--- config.mk ---
export PLATFORM = sky130hd
export DESIGN_NAME = boot_hex_dumper_flat
export DESIGN_NICKNAME = d
export VERILOG_FILES = /design/src/rtl/boot_hex_dumper_if.sv /design/src/rtl/boot_hex_dumper.sv /design/src/flat_wrapper.sv
export SDC_FILE = /design/constraint.sdc
export NUM_CORES = 1
export LEC_CHECK = 0
export BUFFER_PORTS_ARGS = -buffer_cell sky130_fd_sc_hd__buf_4
export CORE_MARGIN = 8
export CORE_UTILIZATION = 45
export DETAILED_ROUTE_END_ITERATION = 10
export PLACE_DENSITY = 0.72
export SYNTH_ARGS = -nofsm -noshare
export SYNTH_HDL_FRONTEND = slang
export SYNTH_SLANG_ARGS = --single-unit
--- constraint.sdc ---
create_clock -name clk -period 3.4 [get_ports clk]
set_input_delay 0.17 -clock clk [delete_from_list [all_inputs] [get_ports clk]]
set_output_delay 0.17 -clock clk [all_outputs]
set_load 0.03 [all_outputs]
--- src/rtl/boot_hex_dumper_if.sv ---
// Bus bundle for the boot hex dumper: the memory read port plus the
// character stream going to the UART transmitter.
interface boot_hex_dumper_if #(
   parameter int address_width = 32,
   parameter int data_width    = 32,
   parameter int char_width    = 8
);

   logic                     mem_rd_req;
   logic [address_width-1:0] mem_address;
   logic [data_width-1:0]    mem_rd_data;
   logic                     out_valid;
   logic [char_width-1:0]    out_char;
   logic                     out_ready;

   // The dumper issues reads and produces characters
   modport master (
      output mem_rd_req,
      output mem_address,
      input  mem_rd_data,
      output out_valid,
      output out_char,
      input  out_ready
   );

   // Memory and UART side: answers reads and accepts characters
   modport slave (
      input  mem_rd_req,
      input  mem_address,
      output mem_rd_data,
      input  out_valid,
      input  out_char,
      output out_ready
   );

endinterface

--- src/rtl/boot_hex_dumper.sv ---
// Boot hex dumper: reads a block of words from memory and emits each word
// as uppercase ASCII hex (MSB nibble first) followed by CR LF, so the text
// can be fed back through the boot hex loader.
module boot_hex_dumper #(
   parameter int address_width = 32,
   parameter int data_width    = 32,
   parameter int char_width    = 8,
   parameter int count_width   = 16
) (
   input  logic                     clk,
   input  logic                     reset,
   input  logic                     start,
   input  logic [address_width-1:0] start_address,
   input  logic [count_width-1:0]   num_words,
   boot_hex_dumper_if.master        bus,
   output logic                     busy,
   output logic                     done
);

   typedef enum logic [2:0] {
      IDLE,
      READ,
      WAIT,
      SEND,
      CR,
      LF
   } state_t;

   localparam int NIBBLES = data_width / 4;
   localparam int NIB_W   = $clog2(NIBBLES + 1);
   localparam logic [NIB_W-1:0]         LAST_NIB  = NIB_W'(NIBBLES - 1);
   localparam logic [address_width-1:0] ADDR_STEP = address_width'(data_width / 8);
   localparam logic [count_width-1:0]   ONE_WORD  = count_width'(1);

   state_t                   state;
   state_t                   next_state;
   logic [address_width-1:0] cur_address;
   logic [count_width-1:0]   remaining;
   logic [data_width-1:0]    shift_reg;
   logic [NIB_W-1:0]         nib_cnt;

   logic                     rd_req;
   logic [address_width-1:0] rd_address;
   logic                     char_valid;
   logic [char_width-1:0]    char_out;

   // Nibble to uppercase ASCII hex digit
   function automatic logic [7:0] hex_ascii(input logic [3:0] nib);
      if (nib < 4'd10) begin
         return 8'h30 + {4'h0, nib};
      end
      return 8'h37 + {4'h0, nib};
   endfunction

   // State register; reset drops straight back to IDLE and abandons any dump
   always_ff @(posedge clk or posedge reset) begin
      if (reset) begin
         state <= IDLE;
      end else begin
         state <= next_state;
      end
   end

   // Next-state and output decode; outputs depend on state only so they
   // stay stable while the consumer stalls a character
   always_comb begin
      next_state = state;
      rd_req     = 1'b0;
      rd_address = '0;
      char_valid = 1'b0;
      char_out   = '0;
      case (state)
         IDLE: begin
            if (start && (num_words != '0)) begin
               next_state = READ;
            end
         end
         READ: begin
            rd_req     = 1'b1;
            rd_address = cur_address;
            next_state = WAIT;
         end
         WAIT: begin
            next_state = SEND;
         end
         SEND: begin
            char_valid = 1'b1;
            char_out   = char_width'(hex_ascii(shift_reg[data_width-1 -: 4]));
            if (bus.out_ready && (nib_cnt == LAST_NIB)) begin
               next_state = CR;
            end
         end
         CR: begin
            char_valid = 1'b1;
            char_out   = char_width'(8'h0D);
            if (bus.out_ready) begin
               next_state = LF;
            end
         end
         LF: begin
            char_valid = 1'b1;
            char_out   = char_width'(8'h0A);
            if (bus.out_ready) begin
               next_state = (remaining == ONE_WORD) ? IDLE : READ;
            end
         end
         default: begin
            next_state = IDLE;
         end
      endcase
   end

   // Datapath: address/count bookkeeping, word shifting and the done pulse
   always_ff @(posedge clk or posedge reset) begin
      if (reset) begin
         cur_address <= '0;
         remaining   <= '0;
         shift_reg   <= '0;
         nib_cnt     <= '0;
         done        <= 1'b0;
      end else begin
         done <= 1'b0;
         case (state)
            IDLE: begin
               if (start) begin
                  if (num_words == '0) begin
                     done <= 1'b1;
                  end else begin
                     cur_address <= start_address;
                     remaining   <= num_words;
                  end
               end
            end
            WAIT: begin
               shift_reg <= bus.mem_rd_data;
               nib_cnt   <= '0;
            end
            SEND: begin
               if (bus.out_ready) begin
                  shift_reg <= shift_reg << 4;
                  nib_cnt   <= nib_cnt + NIB_W'(1);
               end
            end
            LF: begin
               if (bus.out_ready) begin
                  if (remaining == ONE_WORD) begin
                     done <= 1'b1;
                  end else begin
                     cur_address <= cur_address + ADDR_STEP;
                     remaining   <= remaining - ONE_WORD;
                  end
               end
            end
            default: begin
            end
         endcase
      end
   end

   assign bus.mem_rd_req  = rd_req;
   assign bus.mem_address = rd_address;
   assign bus.out_valid   = char_valid;
   assign bus.out_char    = char_out;
   assign busy            = (state != IDLE);

endmodule

--- src/flat_wrapper.sv ---
// flat-port wrapper written by rule: the top's interface ports become plain ports
module boot_hex_dumper_flat 
#(
   parameter int address_width = 32,
   parameter int data_width    = 32,
   parameter int char_width    = 8,
   parameter int count_width   = 16
)
  (clk, reset, start, start_address, num_words, busy, done, bus_mem_rd_req, bus_mem_address, bus_mem_rd_data, bus_out_valid, bus_out_char, bus_out_ready);
  boot_hex_dumper_if #(.address_width(address_width), .data_width(data_width), .char_width(char_width)) bus_i ();
  input  logic clk;
  input  logic reset;
  input  logic start;
  input  logic [address_width-1:0] start_address;
  input  logic [count_width-1:0] num_words;
  output logic busy;
  output logic done;
  output wire logic [$bits(bus_i.mem_rd_req)-1:0] bus_mem_rd_req;
  output wire logic [$bits(bus_i.mem_address)-1:0] bus_mem_address;
  input wire logic [$bits(bus_i.mem_rd_data)-1:0] bus_mem_rd_data;
  output wire logic [$bits(bus_i.out_valid)-1:0] bus_out_valid;
  output wire logic [$bits(bus_i.out_char)-1:0] bus_out_char;
  input wire logic [$bits(bus_i.out_ready)-1:0] bus_out_ready;
  assign bus_mem_rd_req = bus_i.mem_rd_req;
  assign bus_mem_address = bus_i.mem_address;
  assign bus_i.mem_rd_data = bus_mem_rd_data;
  assign bus_out_valid = bus_i.out_valid;
  assign bus_out_char = bus_i.out_char;
  assign bus_i.out_ready = bus_out_ready;
  boot_hex_dumper #(.address_width(address_width), .data_width(data_width), .char_width(char_width), .count_width(count_width)) u_core (.clk(clk), .reset(reset), .start(start), .start_address(start_address), .num_words(num_words), .bus(bus_i), .busy(busy), .done(done));
endmodule
After elaboration in Yosys (flattened, before gate mapping)
Index checks and enable logic that the tools add are counted.
Storage, ports and cells
  word-level logic and storage cells: 72
  bits of input ports: 84
  register bits: 88
  output and inout bits: 44
Operators by class
  multiplexer cells: 33
  add/sub/neg operators: 5
  reductions and logical operators: 12
  eq/ne operators: 15
  magnitude comparators: 1
Operators by type and width (count)
  32-bit 2-to-1 mux: 6
  32-bit case mux with 2 select lines: 2
  16-bit 2-to-1 mux: 4
  32-bit by 3-bit adder with 32-bit output (second input constant): 1
  16-bit case mux with 2 select lines: 1
  8-bit case mux with 3 select lines: 1
  3-bit case mux with 6 select lines: 1
  16-bit by 1-bit == test with 1-bit output (second input constant): 1
  16-bit logical NOT: 1
  8-bit 2-to-1 mux: 2
  16-bit nonzero test: 1
  16-bit by 1-bit subtractor with 16-bit output (second input constant): 1
  6-bit by 4-bit adder with 7-bit output (first input constant): 2
  3-bit 2-to-1 mux: 4
  2-bit inequality test (second input constant): 6
  1-bit 2-to-1 mux: 9
  4-bit case mux with 2 select lines: 1
  3-bit by 2-bit == test with 1-bit output (second input constant): 2
  3-bit == test (second input constant): 2
  5-bit AND reduction: 1
  4-bit by 1-bit adder with 4-bit output (second input constant): 1
  4-bit by 3-bit == test with 1-bit output (second input constant): 1
  4-bit less-than comparator (second input constant): 1
  4-bit 2-to-1 mux: 1
  other kinds (10): 13

Logic depth before layout (Yosys ltp)
Gate-level depths: netlist of run 1.
  depth after elaboration: 5
  mapped depth: 9
  depth with buffers taken out: 7

Least setup slack after synthesis of run 1
OpenSTA, ideal clock, no wires.
  path kind: flip-flop to output port
  start: reg u_core.state[0]
  end: out bus_out_char[1]
  cell stages (with the launch flop): 7
  buffers on the path: 3
  data arrival time: 1.966 ns
  setup slack: 1.264 ns
  data required time: 3.230 ns
  path through: dfrtp_1 -> buf_2 -> nand2_1 -> or2_2 -> buf_2 -> buf_2 -> o21ai_0
Between the ends
  cells in the longest elaborated chain, start to end: 2
  elaborated cells on any way between the ends: 4
  classes of those cells: eq/ne (3); mux (1)
Ends and longest elaborated chain
  start, declared: line boot_hex_dumper.sv:35  | state_t state;
  start signal, assigned: line boot_hex_dumper.sv:60  | state <= next_state;
  3-bit == test or 3-bit by 2-bit == test with 1-bit output (tied branches): line boot_hex_dumper.sv:72  | case (state)
  8-bit case mux with 3 select lines *: line boot_hex_dumper.sv:72
  end, declared: line flat_wrapper.sv:22  | output wire logic [$bits(bus_i.out_char)-1:0] bus_out_char;
Mark *: on every way between the ends. The rest lies on a longest branch, timed or not.

Worst setup path in the final report of run 1
  start: reg u_core.state[2]
  end: out bus_out_char[1]
The elaborated chain is that of the path after synthesis.

==> results of run 1 <==
[metal layers]
| metal | global-route usage [%] | vias up | wire [µm] |
|---|---|---|---|
| met5 | 0 | - | 0 |
| met4 | 7.07 | 0 | 348 |
| met3 | 6.09 | 32 | 1070 |
| met2 | 30.9 | 184 | 7060 |
| met1 | 23.6 | 2432 | 6660 |
| li1 | - | 2459 | - |
[critical path: stages, from the launching register on]
cell	delay, ns
dfrtp_1	0.51
and2b_1	0.27
nand2_2	0.35
buf_4	0.40
o21ai_0	0.17
buf_4	0.20
[what timing repair did]
action,in CTS,in global routing
setup endpoints to repair,0,0
endpoints found under the hold margin,41,0
hold buffers,1,0
[how the worst max path moves through the flow]
stage	startpoint	endpoint	slack, ns	cells past startpoint
final	u_core.state[2]$_DFFE_PP0P_	bus_out_char[1]	0.95	5
after global routing	u_core.state[2]$_DFFE_PP0P_	bus_out_char[1]	0.82	5
after CTS	u_core.state[2]$_DFFE_PP0P_	bus_out_char[1]	0.96	5
after detailed placement	u_core.remaining[8]$_DFFE_PP0P_	u_core.cur_address[27]$_DFFE_PP0P_	1.13	6
after global placement	u_core.remaining[1]$_DFFE_PP0P_	u_core.cur_address[27]$_DFFE_PP0P_	1.24	8
after floorplan	reset	u_core.cur_address[0]$_DFFE_PP0P_	0.95	1
[power groups by stage]
stage          sequential (W)  combinational, W  clock (W)
6_report              0.00173           0.00151    0.00109
5_1_grt               0.00177           0.00168    0.00117
4_1_cts               0.00171           0.00152    0.00112
3_5_place_dp          0.00173           0.00152          0
3_3_place_gp          0.00171           0.00146          0
2_1_floorplan         0.00160           0.00116          0
[kinds of logic (layout without fill, tap and decap cells)]
kind of cell,count (synthesis),count (layout),synth area share (%)
compound gates,195,195,22.6
xor+xnor,4,4,0.658
fa+ha+maj,5,5,1.17
buf+inv,59,167,5.47
flops,88,88,41.3
mux,31,31,5.87
other cells,1,1,0.0704
simple gates,235,235,22.9
[per-stage QoR]
step	instances	power, W	util [%]	hold WS (ns)
after detailed placement	852	0.00324	55.1	0.350
after global routing	869	0.00463	58.1	0.0436
after CTS	869	0.00436	58.1	0.0376
final	869	0.00433	58.1	0.0509
after global placement	852	0.00317	55.1	0.346
after floorplan	618	0.00276	-	0.310
[layout make-up]
class                   count  area [µm²]
fillers                  1004        4810
multi-input cells         471        2860
clock buffers              11         253
inverters                  13        50.0
well taps                 143         179
flip-flops and latches     88        2200
repair buffers            138        1040
clock inverters             5        78.8
[cells in the final DEF (no fill, tap or decap), types with 2 or more instances in the layout]
cell type | synthesis | final
a22o_1 | 4 | 4
bufinv_16 | 0 | 2
inv_1 | 13 | 12
nand3_1 | 26 | 26
nor3b_2 | 1 | 2
o2bb2a_1 | 2 | 2
dfrtp_1 | 88 | 88
nor4_1 | 9 | 9
mux2i_1 | 29 | 29
o22ai_1 | 13 | 13
a22oi_1 | 9 | 9
a31o_2 | 2 | 2
buf_4 | 2 | 137
clkinv_2 | 0 | 3
nand4_1 | 13 | 13
a31oi_1 | 5 | 5
a41oi_1 | 3 | 3
a21oi_1 | 47 | 46
mux2_2 | 2 | 2
clkbuf_8 | 0 | 2
clkbuf_16 | 0 | 9
ha_1 | 5 | 5
xor2_1 | 2 | 2
a2bb2oi_1 | 4 | 4
o21ai_0 | 73 | 73
o21a_1 | 7 | 7
or4b_2 | 2 | 2
o2bb2ai_1 | 4 | 4
o22a_1 | 9 | 9
or3_1 | 2 | 2
xnor2_1 | 2 | 2
and3_1 | 8 | 8
nor2_1 | 46 | 45
nand2_1 | 62 | 61
and2_1 | 35 | 35
nor3_1 | 13 | 13
a32oi_1 | 4 | 4
and4_1 | 6 | 6
==> flow_summary_export.csv, run 1 <==
group,metric,value,unit
clock_tree,clk_latency,0.34,ns
routing,wl_per_cell,17.4,µm
power,irDropWorstVdd,0.405,mV
floorplanning,coreArea,11500,µm²
final_layout,n_antenna_cell,0,
place,dpl.hpwl,11.0,mm
global_route,gr-total-overflow,0,
logic_synthesis,ys_seq_elements,88,
final_layout,fin_nets,810,
clock_tree,clock_path_buffers,2,
logic_synthesis,synthesis.area,5330,µm²
clock_tree,cts_resized,0,
place,port_buffers,126,
global_route,grt_pass1_vias,5193,
routing,wirelength,15.1,mm
floorplanning,pin_count,128,
setup_path,required,3.23,ns
sta,finClkSkew,0.00653,ns
clock_tree,cts_setup_buffers,0,
routing,vias,5107,
routing,drtIter0Drc,511,
clock_tree,cts_sinks,88,
sta,timing.final.crit_share,72.1,%
global_route,grt_start_max_net_pins,69,
logic_synthesis,synth_area_leaders,"dfrtp_1 (41%), o21ai_0 (6.9%), mux2i_1 (5.4%), a21oi_1 (4.4%), nand2_1 (4.4%)",
setup_path,path_class,"reg -> out",
logic_synthesis,synth_flop_cell,"dfrtp_1",
power,p_int,0.00270,W
setup_path,arrival,2.28,ns
logic_synthesis,async_flop_share,100,%
power,seqPwrFrac,39.8,%
clock_tree,h-tree-depth,3,
place,placed_cell_area,6320,µm²
logic_synthesis,synth_edf_count,0,
flow_run,cap_violations,0,
floorplanning,die-area,15600,µm²
setup_path,ff2ff_path_depth,6,
logic_synthesis,synth_cell_types,61,
clock_tree,cts_tree,"built",
routing,drt_pass1_iterations,6,
floorplanning,die_h,125,µm
logic_synthesis,yosysSeqAreaShare,41.3,%
final_layout,drive_above_1_share,23.8,%
floorplanning,initial_core_util,46.5,%
setup_path,cp_max_fo,35,
final_layout,fin_area,6660,µm²
logic_synthesis,syn_avg_cell_area,8.62,µm²
sta,fin_ws,0.948,ns
worst_hold_path,hold_path_class,"in -> reg",
place,dp_worst_setup_slack,1.13,ns
global_route,grt_antenna_before_repair,0,
sta,final-hold-violation-count,0,
setup_path,cp-start-kind,"flip-flop",
sta,slew_headroom,47.3,%
logic_synthesis,yosysMostFrequentCell,"dfrtp_1",
power,powerDensity,650,nW/µm²
power,p_leak,3.11,nW
sta,tightestPinTransition,0.789,ns
routing,drcViolationCount,0,
global_route,grt_pass1_wl,25.3,mm
floorplanning,rows,39,
worst_hold_path,hold-path-cell-count,2,
final_layout,area.growth.synth_to_final,25.0,%
worst_hold_path,min_to,"u_core.shift_reg[1]$_DFFE_PP0P_",
floorplanning,die_w,125,µm
setup_path,r2r_start,"u_core.remaining[8]$_DFFE_PP0P_",
logic_synthesis,yosysTopAreaCellShare,41.3,%
clock_tree,cts_buffers,9,
clock_tree,clk_pin_slew,0.06,ns
setup_path,critPathCaptureType,"output port",
setup_path,r2r_slack,1.10,ns
place,gp_congestion,0.900,
sta,maxSlewViolCount,0,
status,outcome,"completed",
power,power.switching,0.00163,W
sta,fmax,0.408,GHz
logic_synthesis,yosysTopAreaCell,"dfrtp_1",
logic_synthesis,netlist_top_cells_count,"dfrtp_1 (88), o21ai_0 (73), nand2_1 (62), a21oi_1 (47), nor2_1 (46)",
power,p_clk_share,25.3,%
routing,vias_per_cell,5.88,
routing,ant_nets,0,
logic_synthesis,synth_cells,618,
sta,fin_setup_tns,0,ns
sta,rsz0062_at_grt,"no",
logic_synthesis,yosysWarnings,0,
global_route,grt_usage,19.2,%
worst_hold_path,hold_start,"bus_mem_rd_data[1]",
logic_synthesis,syn_nets,707,
power,switching_share,37.6,%
sta,layout_min_cycle_time,2.45,ns
setup_path,r2r_end,"u_core.cur_address[27]$_DFFE_PP0P_",
clock_tree,clock_tree.root_cell,"clkbuf_16",
sta,setup_viol_count_final,0,
power,combPwrFrac,34.9,%
Note: power is estimated with default switching activity, not from simulation.
==> run 2, diff against run 1 <==
clock period = 2.3 ns   (was 3.4 ns; I/O delays follow)
==> run 2 against run 1 <==
  * Power grew 47%
  * Hold slack worse by 0.037 ns
  * Register-to-register slack lost 0.92 ns
  * Sequential power grew 47%
  * Sequential share of layout area shrank 0.59 points
  * Clock skew shrank 0.0010 ns
  * Utilization up 1.1 points
  * Die area unchanged
  * Critical path type unchanged
  * Critical endpoint is now bus_out_char[3]
  * Largest power group unchanged
  * Highest routed layer unchanged
==> flow_summary_export.csv, run 2 (synthesized netlist as in run 1, its figures left out) <==
group,metric,value,unit
clock_tree,clock_tree.root_cell,"clkbuf_16",
status,outcome,"completed",
global_route,gr-total-overflow,0,
clock_tree,clock_path_buffers,2,
routing,drcViolationCount,0,
floorplanning,rows,39,
sta,fin_setup_tns,0,ns
final_layout,n_antenna_cell,0,
final_layout,final_common_cell,"buf_4",
clock_tree,cts_sinks,88,
setup_path,critPathCaptureType,"output port",
clock_tree,cts_tree,"built",
global_route,grt_pass1_vias,5029,
setup_path,crit_buf_inv,1,
routing,ant_nets,0,
sta,finClkSkew,0.00550,ns
routing,wl_per_cell,16.9,µm
sta,final-hold-violation-count,0,
setup_path,cp_max_fo,12,
routing,vias,5109,
flow_run,cap_violations,0,
setup_path,startpoint,"u_core.state[2]$_DFFE_PP0P_",
floorplanning,coreArea,11500,µm²
floorplanning,die_h,125,µm
sta,timing.final.crit_share,93.8,%
sta,fin_ws,0.142,ns
setup_path,required,2.18,ns
final_layout,area.growth.synth_to_final,27.3,%
sta,tightestPinTransition,0.681,ns
sta,slew_headroom,54.2,%
final_layout,drive_above_1_share,24.3,%
setup_path,arrival,2.04,ns
power,powerDensity,941,nW/µm²
floorplanning,initial_core_util,46.5,%
final_layout,most-common-layout-cells,"buf_4 (136), dfrtp_1 (87), o21ai_0 (73)",
setup_path,crit_chain,"or4b_2, o21ai_0, buf_4",
setup_path,cp-start-kind,"flip-flop",
global_route,grt_antenna_before_repair,0,
clock_tree,cts_buffers,9,
setup_path,max_stage_delay,0.66,ns
clock_tree,clk_latency,0.34,ns
clock_tree,h-tree-depth,3,
worst_hold_path,hold_path_class,"in -> reg",
place,dp_worst_setup_slack,0.210,ns
setup_path,slowest_stage,"or4b_2",
place,dpl.hpwl,10.9,mm
routing,drtIter0Drc,535,
final_layout,fin_nets,818,
floorplanning,pin_count,128,
routing,wirelength,14.8,mm
place,port_buffers,126,
global_route,grt_start_max_net_pins,69,
worst_hold_path,hold_start,"start_address[0]",
place,dp_cells,856,
power,p_leak,3.16,nW
sta,layout_min_cycle_time,2.16,ns
sta,setup_viol_count_final,0,
clock_tree,clk_pin_slew,0.07,ns
floorplanning,die_w,125,µm
place,gp_congestion,0.893,
setup_path,crit_family,"simple AND/OR/NAND/NOR gates",
sta,maxSlewViolCount,0,
global_route,grt_usage,18.8,%
clock_tree,cts_setup_buffers,0,
setup_path,path_class,"reg -> out",
setup_path,r2r_start,"u_core.cur_address[2]$_DFFE_PP0P_",
global_route,grt_pass1_wl,24.8,mm
sta,fmax,0.463,GHz
routing,vias_per_cell,5.83,
power,irDropWorstVdd,0.694,mV
routing,drt_pass1_iterations,6,
floorplanning,die-area,15600,µm²
sta,rsz0062_at_grt,"no",
final_layout,final_cell_count_no_fill,877,
==> run 2: cell types whose count changed in the layout (fill, tap and decap cells not counted) <==
cell | before | now
buf_12 | 0 | 5
buf_4 | 137 | 136
clkbuf_8 | 2 | 0
clkinv_2 | 3 | 2
clkinvlp_4 | 0 | 2
dfrtp_1 | 88 | 87
dfrtp_2 | 0 | 1
dlygate4sd3_1 | 1 | 5
inv_6 | 0 | 1
==> run 2: metrics by stage <==
| step | util [%] | total power [W] | cell area, µm² | hold WS (ns) |
|---|---|---|---|---|
| after floorplan | - | 0.00409 | 5330 | 0.255 |
| after global placement | 55.9 | 0.00472 | 6410 | 0.192 |
| after detailed placement | 55.9 | 0.00483 | 6410 | 0.196 |
| after CTS | 59.1 | 0.00643 | 6780 | 0.00485 |
| after global routing | 59.2 | 0.00683 | 6780 | 0.00582 |
| final | 59.2 | 0.00638 | 6780 | 0.0136 |
==> run 2: repair_timing <==
item | 4_1_cts | 5_1_grt
endpoints found under the hold margin | 25 | 0
endpoints found under the setup margin | 0 | 1
gates resized for setup | 0 | 1
hold buffers | 5 | 0
==> run 2: path summary, 6_finish.rpt <==
| check | cells after the start | endpoint | slack, ns |
|---|---|---|---|
| worst max-delay path | 3 | bus_out_char[3] | 0.14 |
| worst min-delay path | 2 | u_core.cur_address[0]$_DFFE_PP0P_ | 0.01 |
| worst max register to register | 5 | u_core.cur_address[28]$_DFFE_PP0P_ | 0.18 |
| max in group asynchronous | 4 | u_core.remaining[1]$_DFFE_PP0P_ | 1.03 |
| worst min register to register | 2 | u_core.shift_reg[21]$_DFFE_PP0P_ | 0.48 |
| min in group asynchronous | 3 | u_core.shift_reg[22]$_DFFE_PP0P_ | 0.38 |
==> run 2: power by group <==
part,total (W),internal [W],switching [W]
logic,0.00227,0.00100,0.00126
registers,0.00254,0.00203,0.000509
clock network,0.00158,0.000954,0.000622
total,0.00638,0.00399,0.00240
==> run 2: layer usage <==
metal | up-vias | wire length, µm | global-route usage [%]
met1 | 2401 | 6620 | 24.1
li1 | 2484 | - | -
met3 | 29 | 1000 | 4.51
met4 | 0 | 380 | 7.91
met2 | 195 | 6840 | 29.5
met5 | - | 0 | 0
==> run 2: final cells by class <==
class,count,area (µm²)
Inverter,13,52.6
Clock inverter,7,95.1
Clock buffer,9,225
Sequential cell,88,2200
Tap cell,143,179
Timing Repair Buffer,146,1170
Fill cell,994,4680
Multi-Input combinational cell,471,2860
==> run 3, diff against run 2 <==
CORE_UTILIZATION = 35   (was 45)
PLACE_DENSITY = 0.59   (was 0.72)
==> run 3 against run 2 <==
  * Combinational power about the same
  * Global-route usage is 3.0 points lower
  * Sequential share of layout area decreased by 0.060 points
  * Clock power fell by 15%
  * Hold slack improved by 0.014 ns
  * Critical endpoint is now u_core.cur_address[27]$_DFFE_PP0P_
  * Largest cell class unchanged
==> flow_summary_export.csv, run 3 (synthesized netlist as in run 1, its figures left out) <==
group,metric,value,unit
status,outcome,"completed",
global_route,grt_pass1_wl,25.3,mm
sta,fmax,0.476,GHz
floorplanning,pin_count,128,
floorplanning,die_h,139,µm
worst_hold_path,hold-path-cell-count,3,
routing,drt_pass1_iterations,4,
setup_path,r2r_start,"u_core.remaining[1]$_DFFE_PP0P_",
floorplanning,rows,45,
sta,setup_viol_count_final,0,
clock_tree,clock_tree.root_cell,"clkbuf_16",
setup_path,r2r_end,"u_core.cur_address[27]$_DFFE_PP0P_",
clock_tree,clk_latency,0.35,ns
setup_path,startpoint,"u_core.remaining[1]$_DFFE_PP0P_",
sta,layout_min_cycle_time,2.10,ns
final_layout,most-common-layout-cells,"buf_4 (136), dfrtp_1 (87), o21ai_0 (73)",
setup_path,cp-start-kind,"flip-flop",
global_route,grtUsageMet2,26.1,%
power,seqPwrFrac,41.3,%
sta,final-hold-violation-count,0,
sta,timing.final.crit_share,91.3,%
routing,ant_nets,0,
clock_tree,clk_pin_slew,0.06,ns
final_layout,n_antenna_cell,0,
power,p_int,0.00376,W
routing,drcViolationCount,0,
sta,slew_headroom,62.7,%
sta,rsz0062_at_grt,"no",
power,switching_share,38.9,%
floorplanning,die-area,19400,µm²
power,total_power,0.00616,W
sta,fin_setup_tns,0,ns
clock_tree,cts_tree,"built",
floorplanning,die_w,139,µm
place,dp_cells,901,
global_route,use_met3,4.92,%
clock_tree,cts_buffers,9,
setup_path,slowest_stage,"dfrtp_1",
global_route,gr-total-overflow,0,
global_route,grt_antenna_before_repair,0,
setup_path,cp_max_fo,56,
place,dpl.hpwl,11.1,mm
power,power.switching,0.00240,W
final_layout,final_cell_count_no_fill,923,
global_route,grt_start_max_net_pins,89,
clock_tree,h-tree-depth,3,
sta,maxSlewViolCount,0,
power,powerDensity,907,nW/µm²
place,gp_congestion,0.863,
global_route,grt_busiest_layer,"met2",
sta,finClkSkew,0.00915,ns
power,p_clk_share,21.7,%
setup_path,arrival,2.33,ns
setup_path,required,2.53,ns
floorplanning,initial_core_util,35.4,%
power,combPwrFrac,37.0,%
final_layout,drive_above_1_share,24.1,%
clock_tree,cts_sinks,88,
power,irDropWorstVdd,0.576,mV
setup_path,r2r_slack,0.20,ns
final_layout,area.growth.synth_to_final,27.5,%
routing,vias_per_cell,5.43,
setup_path,ff2ff_path_depth,8,
final_layout,fin_nets,820,
power,p_leak,3.14,nW
clock_tree,clock_path_buffers,2,
setup_path,path_class,"reg -> reg",
worst_hold_path,min_to,"u_core.remaining[0]$_DFFE_PP0P_",
flow_run,cap_violations,0,
routing,drtIter0Drc,337,
floorplanning,coreArea,15000,µm²
setup_path,max_stage_delay,0.37,ns
global_route,use_met1,19.4,%
setup_path,crit_chain,"inv_1, ha_1, nor4b_1, and4_4, o22a_2, buf_12, a21oi_1, o2bb2a_1",
place,port_buffers,126,
sta,tightestPinTransition,0.560,ns
final_layout,final_common_cell,"buf_4",
global_route,grt_pass1_vias,5013,
routing,vias,5009,
worst_hold_path,hold_path_class,"in -> reg",
global_route,grt_usage,15.8,%
setup_path,critPathCaptureType,"flip-flop",
routing,wirelength,15.6,mm
worst_hold_path,hold_start,"num_words[0]",
routing,wl_per_cell,16.9,µm
run 3: cell types whose count changed in the layout (fill, tap and decap cells not counted), sizes merged:
cell	change
inv	-1
dlygate4sd3	+2
bufinv	-2
clkinvlp	-1
clkinv	+3
run 3: worst max-delay path by stage:
stage	end	slack, ns	depth (start not counted)
floorplan	bus_out_char[1]	0.22	6
global placement	u_core.cur_address[26]$_DFFE_PP0P_	0.28	8
global route	u_core.cur_address[26]$_DFFE_PP0P_	0.02	8
finish	u_core.cur_address[27]$_DFFE_PP0P_	0.20	8
CTS	bus_out_char[1]	0.02	4
detailed placement	u_core.cur_address[27]$_DFFE_PP0P_	0.20	8
run 3: timing repair:
| action | in CTS | in global routing |
|---|---|---|
| hold endpoints to repair | 94 | 0 |
| setup endpoints to repair | 0 | 2 |
| hold buffers | 7 | 0 |
| setup buffers | 0 | 0 |
| resized for setup | 0 | 3 |
run 3: power groups by stage:
| stage | Clock (W) | Combinational [W] | Sequential, W |
|---|---|---|---|
| after floorplan | 0 | 0.00172 | 0.00236 |
| after global placement | 0 | 0.00222 | 0.00253 |
| after detailed placement | 0 | 0.00228 | 0.00256 |
| after CTS | 0.00139 | 0.00230 | 0.00254 |
| after global routing | 0.00145 | 0.00254 | 0.00262 |
| final | 0.00134 | 0.00228 | 0.00254 |
run 3: critical path, delay by kind of cell, from the launching register on:
| family | cells | cell delay [ns] |
|---|---|---|
| DFF | 1 | 0.37 |
| adders and majority gates | 1 | 0.16 |
| AOI/OAI and AO/OA | 3 | 0.52 |
| buffers and inverters | 2 | 0.37 |
| and+or+nand+nor | 2 | 0.56 |
run 3: final cells by class:
cell class | instances | area (µm²)
fill | 1462 | 8240
tap | 188 | 235
clock inverter | 6 | 37.5
clock buffer | 9 | 225
inverter | 13 | 52.6
sequential | 88 | 2200
multi-input combinational | 471 | 2860
timing repair buffer | 148 | 1180
run 3: stage by stage:
| step | instance area, µm² | worst slack, ns | util (%) | hold WS (ns) |
|---|---|---|---|---|
| final | 6800 | 0.200 | 45.2 | 0.0279 |
| after global routing | 6800 | 0.0186 | 45.2 | 0.0397 |
| after CTS | 6790 | 0.0200 | 45.2 | 0.00941 |
| after detailed placement | 6460 | 0.199 | 42.9 | 0.301 |
| after global placement | 6460 | 0.284 | 42.9 | 0.298 |
| after floorplan | 5330 | 0.219 | - | 0.255 |
run 3: routing by layer:
| layer | vias to the layer above | share of wire [%] | routed length [µm] |
|---|---|---|---|
| li1 | 2476 | - | - |
| met1 | 2340 | 44 | 6950 |
| met2 | 179 | 47 | 7300 |
| met3 | 14 | 7.6 | 1190 |
| met4 | 0 | 1.2 | 185 |
| met5 | - | 0 | 0 |
